## config.mk

```make
export PLATFORM = sky130hd
export DESIGN_NAME = fan_speed_ctrl
export DESIGN_NICKNAME = d
export VERILOG_FILES = /design/src/rtl/fan_speed_ctrl.sv
export SDC_FILE = /design/constraint.sdc
export NUM_CORES = 1
export LEC_CHECK = 0
export CAP_MARGIN = 5
export CORE_AREA = 2 2 39 41
export DETAILED_ROUTE_END_ITERATION = 12
export DIE_AREA = 0 0 41 43
export PLACE_DENSITY = 0.82
export SLEW_MARGIN = 20
export SYNTH_ARGS = -nofsm -noshare
export SYNTH_HDL_FRONTEND = slang
export SYNTH_SLANG_ARGS = --single-unit
export TNS_END_PERCENT = 5
```

## constraint.sdc

```tcl
create_clock -name clk -period 3.6 [get_ports clk]
set_input_delay 1.08 -clock clk [delete_from_list [all_inputs] [get_ports clk]]
set_output_delay 1.08 -clock clk [all_outputs]
set_load 0.005 [all_outputs]
```

## src/rtl/fan_speed_ctrl.sv

```systemverilog
`default_nettype none
// ============================================================================
// fan_speed_ctrl : fan on/off, 3-level speed FSM, registered PWM drive and an
//                  optional auto-off countdown timer (build with FAN_TIMER_EN).
// Revision       : 1.0
// ============================================================================
module fan_speed_ctrl #(
    parameter int unsigned TICKS_PER_SEC   = 1000,
    parameter int unsigned PWM_PERIOD      = 16,
    parameter int unsigned TIMER_STEP      = 30,
    parameter int unsigned TIMER_MAX_STEPS = 4
) (
    input  logic       clk,
    input  logic       reset_n,
    input  logic       press_power,
    input  logic       press_speed,
    input  logic       press_timer,
    output logic       fan_on,
    output logic [1:0] speed,
    output logic       pwm_out,
    output logic       timer_active,
    output logic [7:0] timer_left
);

    localparam int unsigned         C_PWM_CW   = $clog2(PWM_PERIOD);
    localparam int unsigned         C_DUTY_W   = $clog2(PWM_PERIOD + 1);
    localparam logic [C_PWM_CW-1:0] C_PWM_LAST = C_PWM_CW'(PWM_PERIOD - 1);
    localparam logic [C_DUTY_W-1:0] C_DUTY_LOW  = C_DUTY_W'(PWM_PERIOD / 4);
    localparam logic [C_DUTY_W-1:0] C_DUTY_MID  = C_DUTY_W'(PWM_PERIOD / 2);
    localparam logic [C_DUTY_W-1:0] C_DUTY_HIGH = C_DUTY_W'(PWM_PERIOD);

    typedef enum logic [1:0] {
        ST_OFF  = 2'd0,
        ST_LOW  = 2'd1,
        ST_MID  = 2'd2,
        ST_HIGH = 2'd3
    } state_t;

    state_t              state_q, state_d;
    logic                fan_on_q, fan_on_d;
    logic [C_PWM_CW-1:0] pwm_cnt_q, pwm_cnt_d;
    logic [C_DUTY_W-1:0] duty_q, duty_d;
    logic                pwm_out_q, pwm_out_d;
    logic                timer_expire;

    // ------------------------------------------------------------------------
    // Operating state
    // ------------------------------------------------------------------------
    always_comb begin
        state_d = state_q;
        if (press_power) begin
            state_d = (state_q == ST_OFF) ? ST_LOW : ST_OFF;
        end else if (state_q != ST_OFF) begin
            if (timer_expire) begin
                state_d = ST_OFF;
            end else if (press_speed) begin
                case (state_q)
                    ST_LOW:  state_d = ST_MID;
                    ST_MID:  state_d = ST_HIGH;
                    ST_HIGH: state_d = ST_LOW;
                    default: state_d = ST_OFF;
                endcase
            end
        end
        fan_on_d = (state_d != ST_OFF);
    end

    // ------------------------------------------------------------------------
    // PWM: duty only changes on a period boundary, except power-off which
    // zeroes it at once so no stray partial pulse follows.
    // ------------------------------------------------------------------------
    always_comb begin
        pwm_cnt_d = (pwm_cnt_q == C_PWM_LAST) ? '0 : pwm_cnt_q + 1'b1;
        duty_d    = duty_q;
        if (state_d == ST_OFF) begin
            duty_d = '0;
        end else if (pwm_cnt_q == C_PWM_LAST) begin
            case (state_d)
                ST_LOW:  duty_d = C_DUTY_LOW;
                ST_MID:  duty_d = C_DUTY_MID;
                ST_HIGH: duty_d = C_DUTY_HIGH;
                default: duty_d = '0;
            endcase
        end
        pwm_out_d = (C_DUTY_W'(pwm_cnt_q) < duty_q);
    end

    always_ff @(posedge clk or negedge reset_n) begin
        if (!reset_n) begin
            state_q   <= ST_OFF;
            fan_on_q  <= 1'b0;
            pwm_cnt_q <= '0;
            duty_q    <= '0;
            pwm_out_q <= 1'b0;
        end else begin
            state_q   <= state_d;
            fan_on_q  <= fan_on_d;
            pwm_cnt_q <= pwm_cnt_d;
            duty_q    <= duty_d;
            pwm_out_q <= pwm_out_d;
        end
    end

`ifdef FAN_TIMER_EN
    // ------------------------------------------------------------------------
    // Auto-off countdown
    // ------------------------------------------------------------------------
    localparam int unsigned          C_PRESC_W    = $clog2(TICKS_PER_SEC);
    localparam logic [C_PRESC_W-1:0] C_PRESC_LAST = C_PRESC_W'(TICKS_PER_SEC - 1);
    localparam logic [7:0]           C_TIMER_MAX  = 8'(TIMER_STEP * TIMER_MAX_STEPS);
    localparam logic [8:0]           C_STEP9      = 9'(TIMER_STEP);

    logic [C_PRESC_W-1:0] presc_q, presc_d;
    logic [7:0]           timer_left_q, timer_left_d;
    logic                 timer_active_q, timer_active_d;
    logic [8:0]           timer_sum;
    logic                 sec_wrap;
    logic                 timer_press;

    assign sec_wrap     = timer_active_q && (presc_q == C_PRESC_LAST);
    assign timer_press  = press_timer && !press_power && (state_q != ST_OFF);
    // A press in the same cycle overrides the decrement, including the last one.
    assign timer_expire = sec_wrap && (timer_left_q == 8'd1) && !timer_press;
    assign timer_sum    = {1'b0, timer_left_q} + C_STEP9;

    always_comb begin
        timer_left_d = timer_left_q;
        presc_d      = presc_q;
        if (timer_active_q) begin
            presc_d = sec_wrap ? '0 : presc_q + 1'b1;
        end
        if (timer_press) begin
            if (timer_left_q == C_TIMER_MAX) begin
                timer_left_d = '0;
                presc_d      = '0;
            end else begin
                // Adding onto a partly elapsed value saturates at the maximum.
                timer_left_d = (timer_sum > {1'b0, C_TIMER_MAX}) ? C_TIMER_MAX
                                                                 : timer_sum[7:0];
                if (!timer_active_q) begin
                    presc_d = '0;
                end
            end
        end else if (sec_wrap) begin
            timer_left_d = timer_left_q - 8'd1;
        end
        if (state_d == ST_OFF) begin
            timer_left_d = '0;
            presc_d      = '0;
        end
        timer_active_d = (timer_left_d != 8'd0);
    end

    always_ff @(posedge clk or negedge reset_n) begin
        if (!reset_n) begin
            presc_q        <= '0;
            timer_left_q   <= '0;
            timer_active_q <= 1'b0;
        end else begin
            presc_q        <= presc_d;
            timer_left_q   <= timer_left_d;
            timer_active_q <= timer_active_d;
        end
    end

    assign timer_left   = timer_left_q;
    assign timer_active = timer_active_q;
`else
    logic unused_timer;
    assign unused_timer = ^{press_timer, 1'(TICKS_PER_SEC), 1'(TIMER_STEP),
                            1'(TIMER_MAX_STEPS)};
    assign timer_expire = 1'b0;
    assign timer_left   = 8'd0;
    assign timer_active = 1'b0;
`endif

    assign fan_on  = fan_on_q;
    assign speed   = state_q;
    assign pwm_out = pwm_out_q;

endmodule
`default_nettype wire

```

==> results of run 1 <==
-- worst paths after layout --
check | slack (ns) | to | cells after the start
worst min register to register | 0.49 | pwm_cnt_q[0]$_DFF_PN0_ | 1
min in group asynchronous | 1.14 | pwm_cnt_q[3]$_DFF_PN0_ | 1
worst min-delay path | 0.49 | pwm_cnt_q[0]$_DFF_PN0_ | 1
worst max register to register | 1.99 | duty_q[4]$_DFFE_PN0P_ | 5
worst max-delay path | 1.28 | speed[1] | 1
max in group asynchronous | 2.12 | speed[0]$_DFF_PN0_ | 1
-- cells by family (layout without fill, tap and decap cells) --
family                     after synthesis  in the layout  synth area share (%)
and+or+nand+nor                         13             13                  11.8
DFF                                     11             11                  44.6
other                                    1              9                 0.608
AOI/OAI and AO/OA                       10             10                  16.2
buffers and inverters                   16             18                  15.2
muxes                                    2              2                  4.06
xor gates and xnor gates                 1              1                  1.42
adders and majority gates                3              3                  6.09
-- layout make-up --
| cell class | count | area share, % |
|---|---|---|
| Sequential cell | 11 | 39.6 |
| Clock buffer | 4 | 3.78 |
| Tap cell | 16 | 2.88 |
| Inverter | 7 | 3.78 |
| Multi-Input combinational cell | 38 | 39.9 |
| Timing Repair Buffer | 7 | 10.1 |
-- sequential cells by signal, summed over array words and instances, names as in the netlist --
name       cells
pwm_cnt_q      4
speed          2
pwm_out        1
duty_q         3
fan_on         1
-- power by group through the flow --
stage                     combinational, uW  sequential (uW)  clock, uW
after floorplan                        60.7              152          0
after global placement                 89.3              152          0
after detailed placement               92.6              153          0
after CTS                              93.3              150       86.3
after global routing                    102              152       93.0
final                                  91.2              150       82.5
-- stage by stage --
stage               instances  cell area, um^2
floorplan                  65              647
global placement           79              669
detailed placement         79              669
CTS                        83              696
global route               83              696
finish                     83              696
-- cells in the final DEF, fill, tap and decap left out, types with 2 or more instances in the layout --
cell type / synthesis / layout
a211oi_2: 2 / 2
clkbuf_4: 0 / 3
clkdlybuf4s50_1: 0 / 7
conb_1: 1 / 9
dfrtp_1: 11 / 11
ha_1: 3 / 3
inv_1: 6 / 6
nand3_1: 2 / 2
nor2_1: 3 / 3
nor2b_1: 3 / 3
o21ai_1: 2 / 2
-- per-layer routing --
metal	wire, um	track usage [%]	up-vias
met3	39	3.14	0
met5	0	0	-
li1	-	-	191
met2	449	18.4	10
met1	390	15.5	188
met4	0	8.00	0
==> impl_metrics.tcl, run 1 <==
set metrics [dict create \
    status "complete, no violations" \
    cts_tree "built" \
    hold_path.class "register to register" \
    core-area_mm2 0.00138 \
    dp_slack_ns 1.18 \
    drive_gt1_share_pct 13.4 \
    cts_sinks 11 \
    clk_latency_ns 0.26 \
    slowest_delay_ns 0.54 \
    drc_errors 0 \
    rsz0062_at_grt "no" \
    vias 389 \
    die_area_mm2 0.00176 \
    hold_viol 0 \
    p_leak_uw 0.000336 \
    end_kind "primary output" \
    path_cells "clkdlybuf4s50_1" \
    synth_top_area_cell "dfrtp_1" \
    port_buffers 7 \
    grt_max_degree 12 \
    initial_utilization_pct 44.6 \
    clkTransAtPathRegs_ns 0.07 \
    vias_per_cell 4.69 \
    multi_input_area_um2 278 \
    grt-ovfl-total 0 \
    critPathLaunchType "register" \
    cts_made_buffers 3 \
    dr.pass1.iters 1 \
    crit_buf_inv 1 \
    routed_wirelength_um 878 \
    setup_slack_ns 1.28 \
    post-cts-setup-buffers 0 \
    intPower_uw 234 \
    p_sw_uw 89.8 \
    seqPwrFrac_pct 46.3 \
    maxSlewViolCount 0 \
    num_rows 14 \
    ir_worst_vdd_uv 184 \
    hold_buffers 0 \
    dp_hpwl_um 676 \
    post_cts_resize_count 0 \
    ys_top_cells_by_count "11 x dfrtp_1, 9 x buf_4, 6 x inv_1" \
    whs_ns 0.491 \
    synthTopCellsByArea "dfrtp_1 45%, buf_4 11%, ha_1 6.1%" \
    ys_async_sr_fraction_pct 100 \
    synth_flop_cell "dfrtp_1" \
    p_clk_share_pct 25.5 \
    ys_ff_latch 11 \
    die_y_um 43 \
    antenna_found_initial 0 \
    fmaxAchievable_mhz 431 \
    num_antenna_cells 0 \
    hp-start "pwm_cnt_q[0]$_DFF_PN0_" \
    syn2layout_area_growth_pct 12.8 \
    synth_area_um2 617 \
    die_w_um 41 \
    seq_area_um2 275 \
    io_pins 18 \
    finalSetupViolations 0 \
    reg2reg_from "speed[1]$_DFF_PN0_" \
    wl_per_cell_um 10.6 \
    swShare_pct 27.7 \
    fin_nets 76 \
    power.total_uw 324 \
    yosysMostFrequentCell "dfrtp_1" \
    nFillCells 132 \
    cts_max_level 1 \
    cts-root-buf "clkbuf_4" \
    cp_data_arrival_time_ns 1.24 \
    synth_cell_types 25 \
    postLayoutCoreUtil_pct 50.3 \
    ant_nets 0 \
    place.gp.congestion 0.709 \
    critPathLaunch "speed[1]$_DFF_PN0_" \
    grt_first_pass_wirelength_um 1450 \
    tns_ns 0 \
    netlist_instances 57 \
    critPathTopFamily "buffers and inverters" \
    grt_pass1_vias 356 \
    fin_crit_sh_pct 64.4 \
    skew_ns 0.00970 \
    ys_seq_area_share_pct 44.6 \
    fin_crit_ns 2.32 \
    synth_edf_count 0 \
    drt_iter0_markers 0 \
    cp.required_ns 2.52 \
    drv_cap 0 \
    ys_warn_count 0 \
    avgSynthCellArea_um2 10.8 \
    combPwrFrac_pct 28.2 \
    synth_top_area_share_pct 44.6 \
    power_density_mw_per_mm2 465 \
    crit_type "register to primary output" \
    cp_max_fo 5 \
    cts_buffer_depth 2 \
    critical-path-slowest-cell "clkdlybuf4s50_1" \
    grt_util_all_layers_pct 12.5 \
]
Power figures use the tool's default switching activity.
==> inputs of run 2 (changes only) <==
--- a/config.mk
+++ b/config.mk
@@ -6,10 +6,9 @@
 export NUM_CORES = 1
 export LEC_CHECK = 0
 export CAP_MARGIN = 5
-export CORE_AREA = 2 2 39 41
+export CORE_UTILIZATION = 44
 export DETAILED_ROUTE_END_ITERATION = 12
-export DIE_AREA = 0 0 41 43
-export PLACE_DENSITY = 0.82
+export PLACE_DENSITY = 0.79
 export SLEW_MARGIN = 20
 export SYNTH_ARGS = -nofsm -noshare
 export SYNTH_HDL_FRONTEND = slang
==> constraint.sdc (replaced) <==
create_clock -name clk -period 2.33 [get_ports clk]
set_input_delay 0.699 -clock clk [delete_from_list [all_inputs] [get_ports clk]]
set_output_delay 0.699 -clock clk [all_outputs]
set_load 0.005 [all_outputs]
==> run 2 against run 1 <==
Combinational power up 52%. Die area down 12%. Flip-flop and latch count unchanged. Non-clock buffer count unchanged. Clock-buffer cell count unchanged. Critical path depth unchanged. Wire length down 5.1%. Critical endpoint unchanged.
==> impl_metrics.tcl, run 2 (same netlist as run 1, synthesis figures left out) <==
set metrics [dict create \
    status "complete, no violations" \
    cts-root-buf "clkbuf_4" \
    cts_tree "built" \
    skew_ns 0.00895 \
    largest_reg_flops 4 \
    min_path_cells 1 \
    drt_iter0_markers 2 \
    cp_max_fo 5 \
    ant_nets 0 \
    num_rows 13 \
    cts_sinks 11 \
    port_buffers 7 \
    hold_path.class "register to register" \
    clk_latency_ns 0.26 \
    wl_per_cell_um 10.2 \
    post-cts-setup-buffers 0 \
    reg2reg_depth 5 \
    p_sw_uw 131 \
    drive_gt1_share_pct 13.4 \
    tns_ns 0 \
    p_clk_share_pct 24.7 \
    critical-path-slowest-cell "clkdlybuf4s50_1" \
    fin_crit_ns 1.92 \
    ir_worst_vdd_uv 529 \
    io_pins 18 \
    p_leak_uw 0.000336 \
    power_density_mw_per_mm2 708 \
    seqPwrFrac_pct 47.1 \
    combPwrFrac_pct 28.2 \
    crit_type "register to primary output" \
    dp_hpwl_um 711 \
    initial_utilization_pct 47.4 \
    antenna_found_initial 0 \
    final_common_cell "dfrtp_1" \
    die_y_um 39.4 \
    critPathTopFamily "buffers and inverters" \
    swShare_pct 26.6 \
    clkTransAtPathRegs_ns 0.06 \
    cts_buffer_depth 2 \
    finalSetupViolations 0 \
    maxSlewViolCount 0 \
    vias 384 \
    post_cts_resize_count 0 \
    drc_errors 0 \
    critPathLaunchType "register" \
    intPower_uw 361 \
    grt_pass1_vias 346 \
    dr.pass1.iters 3 \
    nFillCells 118 \
    design_area_um2 694 \
    crit_buf_inv 1 \
    vias_per_cell 4.68 \
    grt-ovfl-total 0 \
    cts_made_buffers 3 \
    fin_crit_sh_pct 82.6 \
    drv_cap 0 \
    cp.required_ns 1.63 \
    postLayoutCoreUtil_pct 53.4 \
    slowest_delay_ns 0.54 \
    fmaxAchievable_mhz 520 \
    die_w_um 39.4 \
    place_area_um2 668 \
    syn2layout_area_growth_pct 12.6 \
    fin_nets 76 \
    hold_buffers 0 \
    grt_first_pass_wirelength_um 1330 \
    routed_wirelength_um 833 \
    cp_data_arrival_time_ns 1.22 \
    place.gp.congestion 0.681 \
    final_cell_mix "11 x dfrtp_1, 9 x conb_1, 7 x clkdlybuf4s50_1, 6 x inv_1" \
    cts_max_level 1 \
    core-area_mm2 0.00130 \
    end_kind "primary output" \
    die_area_mm2 0.00156 \
    worst-path-stages 1 \
    grt_max_degree 12 \
    num_antenna_cells 0 \
    hold_viol 0 \
    regMostFlops "pwm_cnt_q" \
    grt_util_all_layers_pct 12.7 \
    rsz0062_at_grt "no" \
    path_cells "clkdlybuf4s50_1" \
]
run 2: cell counts in the layout (fill, tap and decap cells not counted):
Identical to the previous run, type by type.
run 2: layer usage:
metal	global-route usage [%]	vias up	share of wire (%)
met5	0	-	0
met3	3.98	0	4.3
met1	15.6	183	43
met2	21.7	8	53
li1	-	193	-
met4	2.59	0	0
run 2: final timing paths:
| check | from | to | slack, ns |
|---|---|---|---|
| max in group asynchronous | reset_n | speed[0]$_DFF_PN0_ | 1.26 |
| worst min register to register | pwm_cnt_q[0]$_DFF_PN0_ | pwm_cnt_q[0]$_DFF_PN0_ | 0.49 |
| worst max-delay path | speed[1]$_DFF_PN0_ | speed[1] | 0.41 |
| worst max register to register | speed[1]$_DFF_PN0_ | duty_q[4]$_DFFE_PN0P_ | 0.75 |
| min in group asynchronous | reset_n | pwm_cnt_q[2]$_DFF_PN0_ | 0.75 |
| worst min-delay path | pwm_cnt_q[0]$_DFF_PN0_ | pwm_cnt_q[0]$_DFF_PN0_ | 0.49 |
run 2: cell type report:
cell class	instances	area, um^2	share of cell area [%]
inverters	7	26.3	3.78
flip-flops and latches	11	275	39.6
multi-input cells	38	278	40.0
repair buffers	7	70.1	10.1
well taps	15	18.8	2.70
clock buffers	4	26.3	3.78
run 2: power by group through the flow:
stage          Clock, uW  Sequential (uW)  Combinational [uW]
3_3_place_gp           0              235                 138
3_5_place_dp           0              236                 140
4_1_cts              125              232                 141
6_report             121              232                 139
2_1_floorplan          0              235                93.8
5_1_grt              133              235                 155
run 2: through the flow:
step	power [uW]	setup WS, ns	cells	hold WS [ns]
floorplan	329	0.835	65	0.403
global placement	373	0.291	78	0.463
detailed placement	376	0.262	78	0.474
CTS	498	0.397	82	0.492
global route	523	0.364	82	0.504
finish	492	0.406	82	0.490
